## src/rtl/lbp_stream.sv

```systemverilog
// lbp_stream: streaming 3x3 local-binary-pattern engine.
// The gray image is read once in raster order, one pixel per cycle. Two line
// buffers and a 3x3 window produce one LBP code per pixel slot. A write
// strobe carries each code to the result memory.
// Optional build macro LBP_BORDER_ZERO_EN: border pixels are also written,
// with code 0x00, so that every address 0..N-1 is written once.
//
// state | meaning
// IDLE  | waiting for gray_ready
// READ  | streaming read addresses 0..N-1, one per cycle
// DRAIN | reads finished, pipeline emits the remaining output slots
// DONE  | frame complete, finish held until reset
module lbp_stream #(
    parameter int IMG_W  = 128,
    parameter int IMG_H  = 128,
    parameter int PIX_W  = 8,
    parameter int ADDR_W = 14,
    parameter int THRESH = 0
) (
    input  logic              clk,
    input  logic              reset,
    input  logic              gray_ready,
    output logic              gray_req,
    output logic [ADDR_W-1:0] gray_addr,
    input  logic [PIX_W-1:0]  gray_data,
    output logic              lbp_valid,
    output logic [ADDR_W-1:0] lbp_addr,
    output logic [7:0]        lbp_data,
    output logic              finish
);

    localparam int N     = IMG_W * IMG_H;
    localparam int CW    = $clog2(N + IMG_W + 3) + 1;
    localparam int COL_W = $clog2(IMG_W);
    localparam int ROW_W = $clog2(IMG_H);
    localparam int PW1   = PIX_W + 1;

    localparam logic [ADDR_W-1:0] ADDR_LAST  = ADDR_W'(N - 1);
    // Cycle (counted from the first READ cycle) whose sample completes the
    // window for pixel 0, and the cycle after the final output slot.
    localparam logic [CW-1:0]     EMIT_FIRST = CW'(IMG_W + 2);
    localparam logic [CW-1:0]     FRAME_END  = CW'(N + IMG_W + 2);
    localparam logic [COL_W-1:0]  COL_LAST   = COL_W'(IMG_W - 1);
    localparam logic [ROW_W-1:0]  ROW_LAST   = ROW_W'(IMG_H - 1);
    localparam logic [PIX_W:0]    THR        = PW1'(THRESH);

    typedef enum logic [1:0] {IDLE, READ, DRAIN, DONE} state_e;

    state_e              state_q, state_d;
    logic                gray_req_q, gray_req_d;
    logic [ADDR_W-1:0]   gray_addr_q, gray_addr_d;
    logic [CW-1:0]       cyc_q, cyc_d;
    logic [COL_W-1:0]    wp_q, wp_d;
    logic [COL_W-1:0]    o_col_q, o_col_d;
    logic [ROW_W-1:0]    o_row_q, o_row_d;
    logic [ADDR_W-1:0]   o_idx_q, o_idx_d;
    logic                lbp_valid_q, lbp_valid_d;
    logic [ADDR_W-1:0]   lbp_addr_q, lbp_addr_d;
    logic [7:0]          lbp_data_q, lbp_data_d;
    logic                finish_q, finish_d;

    // Window indexed [row][col]: row 0 is the oldest line, col 2 the newest pixel.
    logic [PIX_W-1:0]    win_q  [3][3];
    logic [PIX_W-1:0]    win_d  [3][3];
    logic [PIX_W-1:0]    win_sh [3][3];

    logic [PIX_W-1:0]    lb0_q [IMG_W];
    logic [PIX_W-1:0]    lb1_q [IMG_W];
    logic [PIX_W-1:0]    lb0_rd, lb1_rd;

    logic                shift_en;
    logic                interior;
    logic [7:0]          code;
    logic [PIX_W:0]      ref_v;
    logic [PIX_W-1:0]    nb [8];

    // Shifted window and the LBP code of the centre it will hold.
    always_comb begin
        lb0_rd = lb0_q[wp_q];
        lb1_rd = lb1_q[wp_q];
        for (int r = 0; r < 3; r++) begin
            win_sh[r][0] = win_q[r][1];
            win_sh[r][1] = win_q[r][2];
        end
        win_sh[0][2] = lb1_rd;
        win_sh[1][2] = lb0_rd;
        win_sh[2][2] = gray_data;
        nb[0] = win_sh[0][0];
        nb[1] = win_sh[0][1];
        nb[2] = win_sh[0][2];
        nb[3] = win_sh[1][0];
        nb[4] = win_sh[1][2];
        nb[5] = win_sh[2][0];
        nb[6] = win_sh[2][1];
        nb[7] = win_sh[2][2];
        // Widened by one bit so centre+THRESH never wraps; an overflowing
        // reference simply yields 0 bits.
        ref_v = {1'b0, win_sh[1][1]} + THR;
        code  = 8'h00;
        for (int i = 0; i < 8; i++) begin
            code[i] = ({1'b0, nb[i]} >= ref_v);
        end
        interior = (o_row_q != '0) && (o_row_q != ROW_LAST) &&
                   (o_col_q != '0) && (o_col_q != COL_LAST);
    end

    // Sequencing FSM, window/line-buffer advance and output slot generation.
    always_comb begin
        state_d     = state_q;
        gray_req_d  = gray_req_q;
        gray_addr_d = gray_addr_q;
        cyc_d       = cyc_q;
        wp_d        = wp_q;
        o_col_d     = o_col_q;
        o_row_d     = o_row_q;
        o_idx_d     = o_idx_q;
        lbp_valid_d = 1'b0;
        lbp_addr_d  = lbp_addr_q;
        lbp_data_d  = lbp_data_q;
        finish_d    = finish_q;
        shift_en    = 1'b0;
        win_d       = win_q;

        case (state_q)
            IDLE: begin
                if (gray_ready) begin
                    state_d     = READ;
                    gray_req_d  = 1'b1;
                    gray_addr_d = '0;
                    cyc_d       = '0;
                    o_col_d     = '0;
                    o_row_d     = '0;
                    o_idx_d     = '0;
                end
            end
            READ: begin
                cyc_d    = cyc_q + CW'(1);
                // Cycle 0 only issues address 0; its data arrives next cycle.
                shift_en = (cyc_q != '0);
                if (gray_addr_q == ADDR_LAST) begin
                    state_d    = DRAIN;
                    gray_req_d = 1'b0;
                end else begin
                    gray_addr_d = gray_addr_q + ADDR_W'(1);
                end
            end
            DRAIN: begin
                cyc_d = cyc_q + CW'(1);
                if (cyc_q == FRAME_END) begin
                    state_d  = DONE;
                    finish_d = 1'b1;
                end else begin
                    // Samples here are beyond the image; they only feed border slots.
                    shift_en = 1'b1;
                end
            end
            default: ;
        endcase

        if (shift_en) begin
            win_d = win_sh;
            wp_d  = (wp_q == COL_LAST) ? '0 : wp_q + COL_W'(1);
            if (cyc_q >= EMIT_FIRST) begin
`ifdef LBP_BORDER_ZERO_EN
                lbp_valid_d = 1'b1;
                lbp_addr_d  = o_idx_q;
                lbp_data_d  = interior ? code : 8'h00;
`else
                if (interior) begin
                    lbp_valid_d = 1'b1;
                    lbp_addr_d  = o_idx_q;
                    lbp_data_d  = code;
                end
`endif
                o_idx_d = o_idx_q + ADDR_W'(1);
                if (o_col_q == COL_LAST) begin
                    o_col_d = '0;
                    o_row_d = o_row_q + ROW_W'(1);
                end else begin
                    o_col_d = o_col_q + COL_W'(1);
                end
            end
        end
    end

    // Control and output registers with synchronous reset.
    always_ff @(posedge clk) begin
        if (reset) begin
            state_q     <= IDLE;
            gray_req_q  <= 1'b0;
            gray_addr_q <= '0;
            cyc_q       <= '0;
            wp_q        <= '0;
            o_col_q     <= '0;
            o_row_q     <= '0;
            o_idx_q     <= '0;
            lbp_valid_q <= 1'b0;
            lbp_addr_q  <= '0;
            lbp_data_q  <= '0;
            finish_q    <= 1'b0;
            for (int r = 0; r < 3; r++) begin
                for (int c = 0; c < 3; c++) begin
                    win_q[r][c] <= '0;
                end
            end
        end else begin
            state_q     <= state_d;
            gray_req_q  <= gray_req_d;
            gray_addr_q <= gray_addr_d;
            cyc_q       <= cyc_d;
            wp_q        <= wp_d;
            o_col_q     <= o_col_d;
            o_row_q     <= o_row_d;
            o_idx_q     <= o_idx_d;
            lbp_valid_q <= lbp_valid_d;
            lbp_addr_q  <= lbp_addr_d;
            lbp_data_q  <= lbp_data_d;
            finish_q    <= finish_d;
            win_q       <= win_d;
        end
    end

    // Line buffers as circular delay lines of IMG_W pixels; contents need no reset.
    always_ff @(posedge clk) begin
        if (shift_en) begin
            lb0_q[wp_q] <= gray_data;
            lb1_q[wp_q] <= lb0_rd;
        end
    end

    assign gray_req  = gray_req_q;
    assign gray_addr = gray_addr_q;
    assign lbp_valid = lbp_valid_q;
    assign lbp_addr  = lbp_addr_q;
    assign lbp_data  = lbp_data_q;
    assign finish    = finish_q;

endmodule

```

## config.mk

```make
export PLATFORM = sky130hd
export DESIGN_NAME = lbp_stream
export DESIGN_NICKNAME = d
export VERILOG_FILES = /design/src/rtl/lbp_stream.sv
export SDC_FILE = /design/constraint.sdc
export NUM_CORES = 2
export LEC_CHECK = 0
export CORE_AREA = 2 2 447 560
export CTS_CLUSTER_DIAMETER = 150
export DETAILED_ROUTE_END_ITERATION = 10
export DIE_AREA = 0 0 449 562
export HOLD_SLACK_MARGIN = 0.02
export MAX_ROUTING_LAYER = met4
export PLACE_DENSITY_LB_ADDON = 0.12
export RECOVER_POWER = 50
export SLEW_MARGIN = 20
export SYNTH_ARGS = -nofsm -noshare
export SYNTH_HDL_FRONTEND = slang
export SYNTH_SLANG_ARGS = --single-unit
```

## constraint.sdc

```tcl
create_clock -name clk -period 17.95 [get_ports clk]
set_input_delay 2.6925 -clock clk [delete_from_list [all_inputs] [get_ports clk]]
set_output_delay 2.6925 -clock clk [all_outputs]
set_load 0.005 [all_outputs]
```

==> metrics <==
status finished, violations left; failing checks max-capacitance violations, max-slew violations; DP Cell Count about 7800; Worst-Margin Slew 4.57 ns; post-route cell area ~100000 um^2; pwr/cell area 117 nW/um^2; Max Fanout on Critical Path 76; Area Overhead vs Synth 13.8%; required time of the critical path 18.15 ns; first-pass GRT wire length 351 mm; Clock Tree Buf Depth 4; Largest stage delay, worst path ~2.9 ns; Core Area 247000 um^2; via/cell ratio 5.35; yosys warns 0; Die Ht 562 um; CP endpoint kind flop; ys async rst share 0%; CP bufs+invs 2; FP Rows ~200; H-tree levels 4; crit-path leading delay family buffers and inverters; Max Slew Vio Count 1282; Mapped Area between 80000 and 90000 um^2; DRC Markers 0; post-route clock skew 0.0673 ns; post-CTS setup buffers 0; Setup TNS 0 ns; GRT Total Usage 20.1%; Max Freq 124 MHz; startpoint class of the critical path input pin; maximum VDD drop 0.0000710 V; DR iter-0 viols 3783; Initial Utilization a little over a third; leakage 29.8 nW; largest net degree at the start of global routing 98; part of the cycle the worst path needs 44.9%; DP Area about 90000 um^2; IO buf count 49; Routed Antenna Nets 0; post-route insts no fill 8201; # clock sinks 2195; 1st-pass router iterations 5; library cells used by synthesis 69; CTS clk-pin slew, worst paths 0.06 ns; RSZ-0062 raised after global routing false; Vias approximately 44000; grt total ovfl 0; Syn Area/Cell 19.3 um^2; Routed WL 249 mm; Nets 4808; Hold Fails Final Rpt 0; share of cells above drive strength 1 20.2%; Top cell by count, worst path clkbuf_1; Hold Slack 0.433 ns; Setup violations, final 0; Post-synth EDFFs 2048; worst-skew pair later-pin latency 0.92 ns; highest-count cells in the layout ignoring fill and taps edfxtp_1, mux4_2, nor2_1; CTS hold repair buffers 0; min cycle time layout 8.06 ns; critical-path cell list clkbuf_1 > clkbuf_1; final core utilization 39.7%; I/O pin count 50; CTS tree done; DR WL/cell 30.4 um; Num CTS Buffers ~230; initial antenna violation count 10; vias in the first global route 45100; die area 252000 um^2; post_cts resized 0; Critical-path top delay cell clkbuf_1; area of the multi-input gates 20200 um^2; Cells after Synth 4464; most common cell after layout, fill and taps aside edfxtp_1; Slew headroom -205%; HP Class flop to flop; crit path DAT 8.26 ns; Routability Congestion 0.817; root buf cell clkbuf_16; Synthesized Nets 4553; Filler Cell Count between 20000 and 25000; post-synthesis sequential area ratio 74.9%; die width 449 um; Yosys reg bits 2195; kind of critical path input pin to flop; Top FF cell, synth edfxtp_1; MaxCap Viol Count 32; sequential cell area 64500 um^2; DP HPWL 149 mm
-- worst paths after layout --
| path | cells past startpoint | startpoint | to | slack [ns] |
|---|---|---|---|---|
| setup / recovery | 2 | gray_data[6] | lb0_q[10][6]$_DFFE_PP_ | 9.89 |
| hold / removal | 2 | win_q[25]$_SDFFE_PP0P_ | nb[33]$_SDFFE_PP0P_ | 0.43 |
| hold reg to reg | 2 | win_q[25]$_SDFFE_PP0P_ | nb[33]$_SDFFE_PP0P_ | 0.43 |
| setup reg to reg | 15 | flop | lbp_data[4]$_SDFFE_PP0P_ | 10.70 |
-- sequential cells by signal, summed over array words and instances, names as in the netlist, 8 cells and up, named ones only --
register	flops
nb	40
cyc_q	16
lbp_data	8
win_q	8
lb1_q	1024
lbp_addr	14
o_idx_q	14
lb0_q	1024
gray_addr	14
-- cell families after synthesis --
group                      after synthesis  synth area share (%)
DFF                                   2195                  74.9
and+or+nand+nor                        733                  3.79
muxes                                  640                  14.2
AOI/OAI and AO/OA                      511                  3.93
buffers and inverters                  279                  1.77
adders and majority gates               78                  1.13
xor gates and xnor gates                28                 0.285
-- synth_stat cells, drive strengths merged (27+ instances only) --
master / instances / area share [%]
inv: 35 / 0.15
clkbuf: 116 / 0.51
a22oi: 54 / 0.47
nor2: 292 / 1.3
a31oi: 29 / 0.22
a21oi: 144 / 0.85
buf: 127 / 1.1
nand3: 62 / 0.37
ha: 78 / 1.1
mux4: 463 / 12
nand2: 213 / 0.93
a211oi: 43 / 0.38
edfxtp: 2048 / 71
dfxtp: 147 / 3.4
mux2i: 150 / 1.7
o21ai: 54 / 0.32
o22ai: 59 / 0.43
mux2: 27 / 0.35
nor3: 46 / 0.27
-- metrics by stage --
step,worst slack [ns],total power [mW]
finish,9.89,11.4
global route,9.34,11.8
CTS,10.61,11.6
detailed placement,10.64,6.96
global placement,10.60,6.96
floorplan,9.67,6.62
-- report_power, final --
group | switching [mW] | internal [mW] | total, mW
logic | 0.654 | 0.396 | 1.05
clock network | 1.97 | 2.62 | 4.59
registers | 0.0362 | 5.74 | 5.77
total | 2.66 | 8.75 | 11.4
-- layer usage --
metal / GRT usage (%) / part of all wire [%]
met1: 25.6 / 42
met2: 33.6 / 50
met3: 2.45 / 4.7
met4: 6.31 / 3.0
met5: - / 0
-- cell type report --
cell class / count / area share [%]
tap: 3296 / 4.21
sequential: 2195 / 65.8
antenna: 7 / 0.0179
timing repair buffer: 271 / 1.84
clock inverter: 112 / 1.06
clock buffer: 294 / 6.20
multi-input combinational: 1990 / 20.7
inverter: 36 / 0.143
Note: power is estimated with default switching activity, not from simulation.
